## src/rtl/hazard_ctrl.sv

```systemverilog
// Pipeline sequencing controller: PC / IF/ID / ID/EX enables and flushes for boot, load-use, branch and halt.
// Latency: controls are combinational from state and ID/EX fields; halted and stall_count are registered.
// Backpressure: a load-use hazard holds PC and IF/ID for one cycle and injects a bubble into ID/EX.
module hazard_ctrl #(
    parameter int BOOT_CYCLES  = 2,
    parameter int DRAIN_CYCLES = 3
) (
    input  logic        clk,
    input  logic        reset,
    input  logic [4:0]  id_rs1,
    input  logic [4:0]  id_rs2,
    input  logic        id_uses_rs1,
    input  logic        id_uses_rs2,
    input  logic        id_halt,
    input  logic [4:0]  ex_rd,
    input  logic        ex_mem_read,
    input  logic        ex_branch_taken,
    input  logic        resume,
    output logic        pc_en,
    output logic        if_id_en,
    output logic        if_id_flush,
    output logic        id_ex_flush,
    output logic        halted,
    output logic [15:0] stall_count
);

    typedef enum logic [1:0] {
        ST_BOOT  = 2'd0,
        ST_RUN   = 2'd1,
        ST_DRAIN = 2'd2,
        ST_HALT  = 2'd3
    } state_t;

    localparam logic [3:0] BOOT_LAST  = 4'(BOOT_CYCLES - 1);
    localparam logic [3:0] DRAIN_LAST = 4'(DRAIN_CYCLES - 1);

    state_t     state;
    logic [3:0] cnt;
    logic       rs1_hit;
    logic       rs2_hit;
    logic       load_use;
    logic       stall;
    logic       go_drain;

    assign rs1_hit  = id_uses_rs1 && (id_rs1 == ex_rd);
    assign rs2_hit  = id_uses_rs2 && (id_rs2 == ex_rd);
    assign load_use = ex_mem_read && (ex_rd != 5'd0) && (rs1_hit || rs2_hit);

    // Default is the "hold everything, bubble ID/EX" pattern shared by DRAIN and HALT.
    always_comb begin
        pc_en       = 1'b0;
        if_id_en    = 1'b0;
        if_id_flush = 1'b0;
        id_ex_flush = 1'b1;
        stall       = 1'b0;
        go_drain    = 1'b0;
        case (state)
            ST_BOOT: begin
                if_id_flush = 1'b1;
            end
            ST_RUN: begin
                if (ex_branch_taken) begin
                    // ID holds a wrong-path instruction, so its hazard and halt are moot.
                    pc_en       = 1'b1;
                    if_id_en    = 1'b1;
                    if_id_flush = 1'b1;
                end else if (load_use) begin
                    stall = 1'b1;
                end else if (id_halt) begin
                    go_drain = 1'b1;
                end else begin
                    pc_en       = 1'b1;
                    if_id_en    = 1'b1;
                    id_ex_flush = 1'b0;
                end
            end
            ST_DRAIN: begin
            end
            ST_HALT: begin
                // Resume overwrites the held halt with halt+4 and never lets it reach EX.
                if (resume) begin
                    pc_en    = 1'b1;
                    if_id_en = 1'b1;
                end
            end
            default: begin
            end
        endcase
    end

    always_ff @(posedge clk or negedge reset) begin
        if (!reset) begin
            state       <= ST_BOOT;
            cnt         <= 4'd0;
            halted      <= 1'b0;
            stall_count <= 16'd0;
        end else begin
            case (state)
                ST_BOOT: begin
                    cnt <= cnt + 4'd1;
                    if (cnt == BOOT_LAST) begin
                        state <= ST_RUN;
                    end
                end
                ST_RUN: begin
                    if (stall && (stall_count != 16'hFFFF)) begin
                        stall_count <= stall_count + 16'd1;
                    end
                    if (go_drain) begin
                        state <= ST_DRAIN;
                        cnt   <= 4'd0;
                    end
                end
                ST_DRAIN: begin
                    cnt <= cnt + 4'd1;
                    if (cnt == DRAIN_LAST) begin
                        state  <= ST_HALT;
                        halted <= 1'b1;
                    end
                end
                ST_HALT: begin
                    if (resume) begin
                        state  <= ST_RUN;
                        halted <= 1'b0;
                    end
                end
                default: begin
                    state <= ST_BOOT;
                end
            endcase
        end
    end

endmodule
```

## config.mk

```make
export PLATFORM = sky130hd
export DESIGN_NAME = hazard_ctrl
export DESIGN_NICKNAME = d
export VERILOG_FILES = /design/src/rtl/hazard_ctrl.sv
export SDC_FILE = /design/constraint.sdc
export NUM_CORES = 1
export LEC_CHECK = 0
export ABC_AREA = 1
export CAP_MARGIN = 20
export CORE_UTILIZATION = 44
export DETAILED_ROUTE_END_ITERATION = 16
export PLACE_DENSITY = 0.72
export SLEW_MARGIN = 10
export SYNTH_ARGS = -nofsm -noshare
export SYNTH_HDL_FRONTEND = slang
export SYNTH_SLANG_ARGS = --single-unit
```

## constraint.sdc

```tcl
create_clock -name clk -period 1.68 [get_ports clk]
set_clock_uncertainty 0.1 [all_clocks]
set_input_delay 0.252 -clock clk [delete_from_list [all_inputs] [get_ports clk]]
set_output_delay 0.252 -clock clk [all_outputs]
set_load 0.1 [all_outputs]
```

=== Yosys cells after proc, flatten, opt, wreduce, memory -nomap -nowiden ===
Cells that the tools add are included.

* Bits in registers: 23
* Input port bits: 23
* Output and inout bits: 21
* Logic and storage cells: 60

* $add $sub $neg: 2
* Equality and inequality tests: 12
* Multiplexer cells: 27
* Reductions and logical operators: 15

{| class="wikitable"
|+ Operators with widths
! operator !! count
|-
| two-way mux 1 bit || 17
|-
| adder 16 x 1 -> 16 bit, second input constant || 1
|-
| inequality test 16 bit, second input constant || 1
|-
| equality test 5 bit || 2
|-
| two-way mux 2 bit || 4
|-
| inequality test 2 bit, second input constant || 4
|-
| one-hot mux 2 bit (4 select lines) || 1
|-
| one-hot mux 4 bit (2 select lines) || 1
|-
| one-hot mux 1 bit (2 select lines) || 3
|-
| logical AND 1 bit || 5
|-
| nonzero test 5 bit || 1
|-
| adder 4 x 1 -> 4 bit, second input constant || 1
|-
| equality test 2 bit, second input constant || 2
|-
| equality test 4 x 1 -> 1 bit, second input constant || 1
|-
| equality test 4 x 2 -> 1 bit, second input constant || 1
|-
| two-way mux 4 bit || 1
|-
| AND reduction 2 bit || 2
|-
| AND reduction 4 bit || 1
|-
| nonzero test 2 bit || 2
|-
| AND reduction 3 bit || 1
|-
| equality test 2 x 1 -> 1 bit, second input constant || 1
|-
| zero test 2 bit || 1
|-
| OR reduction 2 bit || 1
|-
| logical OR 1 bit || 1
|}

=== Longest topological paths before layout ===
* Depth in word-level cells: 9
* Gate-level depth with buffers: 12
* Mapped depth without buffers: 12

=== Worst setup path after synthesis ===
Ideal clock, no wire load.

* Kind: reg2out
* Start: register state[1]
* End: output pc_en
* Arrival: 3.501 ns
* Data required time: 1.328 ns
* Slack: -2.173 ns
* Cell stages (with the launch flop): 6
* Path buffers: 1
* Cell sequence: dfrtp_1 -> inv_1 -> ha_1 -> inv_1 -> o21ai_0 -> buf_4

* Cells in the longest elaborated chain, start to end: 2
* Elaborated cells between the ends (all ways): 3
* Those cells by class: eq/ne (2); mux (1)

{| class="wikitable"
|+ Ends and longest elaborated chain
! item !! line !! RTL
|-
| from (decl) || 37 || <nowiki>state_t state;</nowiki>
|-
| from (signal assigned) || 93 || <nowiki>state <= ST_BOOT;</nowiki>
|-
| from (signal assigned) || 102 || <nowiki>state <= ST_RUN;</nowiki>
|-
| from (signal assigned) || 110 || <nowiki>state <= ST_DRAIN;</nowiki>
|-
| equality test 2 bit or equality test 2 x 1 -> 1 bit (tied branches) || - ||
|-
| one-hot mux 1 bit (2 select lines) (*) || - ||
|-
| to (decl) || 19 || <nowiki>output logic pc_en,</nowiki>
|}

Every way passes the cells marked *; elsewhere a longest branch is shown, timed or not.

=== Worst setup path in the final report ===
* Start: register stall_count[0]
* End: register stall_count[6]

* Cells in the longest elaborated chain, start to end: 3
* Elaborated cells between the ends (all ways): 4
* Those cells by class: add/sub (1); eq/ne (1); reduce/logical (2)

{| class="wikitable"
|+ Ends and longest elaborated chain
! item !! line !! RTL
|-
| from (decl) || 24 || <nowiki>output logic [15:0] stall_count</nowiki>
|-
| from (signal assigned) || 107 || <nowiki>stall_count <= stall_count + 16'd1;</nowiki>
|-
| parallel branches: the longest is 3 deep, another holds adder 16 x 1 -> 16 bit || - ||
|}

Several ways; the timed one is not identified.
A chain may end at the register's enable or synchronous reset.

==> impl_metrics.ini <==
[die]
die_y_um = 64.69
die_area_um2 = 4185
rows = 22
design.portCount = 44
initial_core_util_pct = 46.53
core_um2 = 3716
die_x_um = 64.69

[synthesis]
synth_cell_types = 26
syn_nets = 284
synthFlopType = dfrtp_1
syn_area_um2 = 1729
synth_cells = 252
synthTopCellsByCount = 89 x nand2_1, 36 x inv_1, 27 x nand3_1, 23 x dfrtp_1, 20 x nor2_1
synthArstFlopShare_pct = 100.0
ys_ff_latch = 23
yosysWarnings = 0
ys_seq_area_share_pct = 33.29
syn_area_per_cell_um2 = 6.862
synth-edff-count = 0
yosysMostFrequentCell = nand2_1
yosysTopAreaCell = dfrtp_1
synth_top_area_share_pct = 33.29
synth_area_leaders = dfrtp_1 33%, nand2_1 19%, inv_1 7.8%

[power]
pwr-share-comb_pct = 69.7
sw_frac_of_total_pct = 51.49
intPower_mw = 2.033
p_seq_share_pct = 21.6
p_clk_share_pct = 8.7
power.switching_mw = 2.158
leakage_nw = 1.396
p_total_mw = 4.191
p_per_area_nw_per_um2 = 1446
vdd_drop_max_uv = 1364

[clocking]
cts_hold_repair.buffers = 0
cts_buffer_depth = 2
cts_tree = built
cts.sinks = 23
cts_root_buf = clkbuf_8
cts-buffers-inserted = 3
cts.htree.levels = 1
clk_pin_slew_ns = 0.09
insertion_delay_ns = 0.27

[worst_setup_path]
crit_required_ns = 1.75
crit_slowest_cell = dfrtp_4
crit_path_start = stall_count[0]
cp-start-kind = flip-flop
cp_common_cell = nand2_2
crit_fanout = 6
cp-end-kind = flip-flop
slowest_delay_ns = 0.50
crit_type = flip-flop to flip-flop
arrival_ns = 1.83
reg2reg_from = stall_count[0]
cp_cell_sequence = ha_4, nand3_4, nor2_4, nand4_1, o21ai_2, nor2_4, buf_12, nand2_2, nand2_2, nand2_2
reg2reg_depth = 10

[sta]
rsz0062_at_grt = true
period_share_pct = 104.3
min_period_ns = 1.752
finalHoldViolCount = 0
setup_viol = 20
slew_viol_final = 0
timing.fmax_ghz = 0.5706
relSlewSlack_pct = 75.03
tightest_slew_ns = 0.3717
worst_slack_ns = -0.07240
hold_slack_ns = 0.2359

[route]
ant_nets = 0
met2_length_um = 2494
postRouteWirelength_um = 4902
drt_iter0_markers = 92
routed_via_density = 4.989
met1_length_um = 2149
drt-pass1-iter-count = 4
vias = 1856
wl_per_cell_um = 13.18
routed.top_layer = met4
wl_met3_um = 214
drc = 0

[placed_design]
place_congestion = 0.8973
hpwl_um = 3332
io_buffers = 43
dp.cells = 357

[global_route]
first_global_vias = 1740
antenna_found_initial = 0
grt_pass1_wl_um = 7672
grt_overflow_total = 0
grt_util_all_layers_pct = 23.84
grt_start_max_net_pins = 24

[run_status]
status = finished, violations left
violations = setup timing

[cells_and_area]
drive_above_1_share_pct = 42.90
layout.cells.non_filler = 372
area_growth_pct = 67.58
final_nets = 357
insertedDiodeCount = 0

[hold_path]
min_path_type = input port to async pin

[flow_run]
maxCapViolCount = 0
-- worst max-delay path, delay by kind of cell (launching register included) --
family | cells | cell delay (ns)
AO/OA/AOI/OAI | 1 | 0.08
adder cells (fa/ha/maj) | 1 | 0.18
buffers and inverters | 1 | 0.17
flip-flops | 1 | 0.50
AND/OR/NAND/NOR | 7 | 0.61
-- cells in the final DEF, fill, tap and decap left out, drive strengths merged --
| cell type | synthesis | layout |
|---|---|---|
| xor2 | 9 | 9 |
| o21ai | 9 | 9 |
| nand2 | 90 | 90 |
| nand4 | 3 | 3 |
| xnor2 | 5 | 5 |
| dlygate4sd2 | 0 | 1 |
| clkdlybuf4s15 | 0 | 1 |
| o21bai | 1 | 1 |
| clkdlybuf4s50 | 0 | 5 |
| inv | 40 | 40 |
| dfrtp | 23 | 23 |
| nor3 | 6 | 6 |
| a21oi | 2 | 2 |
| o21a | 1 | 1 |
| clkbuf | 0 | 11 |
| nand3b | 1 | 1 |
| nor2 | 22 | 22 |
| nand3 | 28 | 28 |
| buf | 3 | 57 |
| ha | 9 | 9 |
-- metrics by stage --
step	worst slack (ns)	util [%]	setup TNS, ns	instance area (um^2)
floorplan	-0.3154	-	-4.945	1826
finish	-0.07240	77.98	-0.6797	2898
global placement	-0.4506	70.51	-7.181	2620
detailed placement	-0.4698	70.51	-7.915	2620
global route	-0.1448	77.98	-2.103	2898
CTS	-0.05360	74.11	-0.2815	2754
-- path summary, 6_finish.rpt --
kind                             endpoint  slack (ns)
max                        stall_count[6]       -0.07
min                        stall_count[6]        0.24
max reg2reg                stall_count[6]       -0.07
min reg2reg                        halted        0.46
max in group asynchronous  stall_count[0]        0.96
min in group clk                   halted        0.46
-- what timing repair did --
| action | CTS | global route |
|---|---|---|
| pin swaps | 26 | 27 |
| gates cloned | 0 | 2 |
| setup endpoints to repair | 20 | 26 |
| resized for setup | 63 | 56 |
| buffers inserted | 8 | 1 |
| hold endpoints to repair | 0 | 0 |
-- kinds of logic (layout without fill, tap and decap cells) --
family | after synthesis | count (layout) | share of synthesized area [%]
AO/OA/AOI/OAI | 13 | 13 | 5.355
XOR/XNOR | 14 | 14 | 7.526
adder cells (fa/ha/maj) | 9 | 9 | 6.512
buffers and inverters | 43 | 115 | 10.64
flip-flops | 23 | 23 | 33.28
AND/OR/NAND/NOR | 150 | 150 | 36.69
-- final cells by class --
class | instances | area [um^2]
fillers | 257 | 818.3
clock buffers | 4 | 45.04
multi-input cells | 186 | 1162
repair buffers | 71 | 873.3
well taps | 48 | 60.06
flip-flops and latches | 23 | 596.8
inverters | 40 | 160.2
-- state kept, by name, indices dropped and copies added (netlist names) --
name         count
halted           1
cnt              4
stall_count     16
state            2
-- power by group through the flow --
stage               registers [mW]  logic (mW)  clock network (mW)
floorplan                     1.42        1.16                   0
global placement             0.896        2.51                   0
detailed placement           0.904        2.57                   0
CTS                          0.894        2.79               0.365
global route                 0.920        3.10               0.386
finish                       0.906        2.92               0.364
-- metal layers --
layer | track usage [%] | up-vias
met5 | 0 | -
met1 | 31.08 | 881
met4 | 6.389 | 0
met2 | 40.53 | 47
met3 | 4.049 | 5
li1 | - | 923
(Power assumes the default switching activity.)
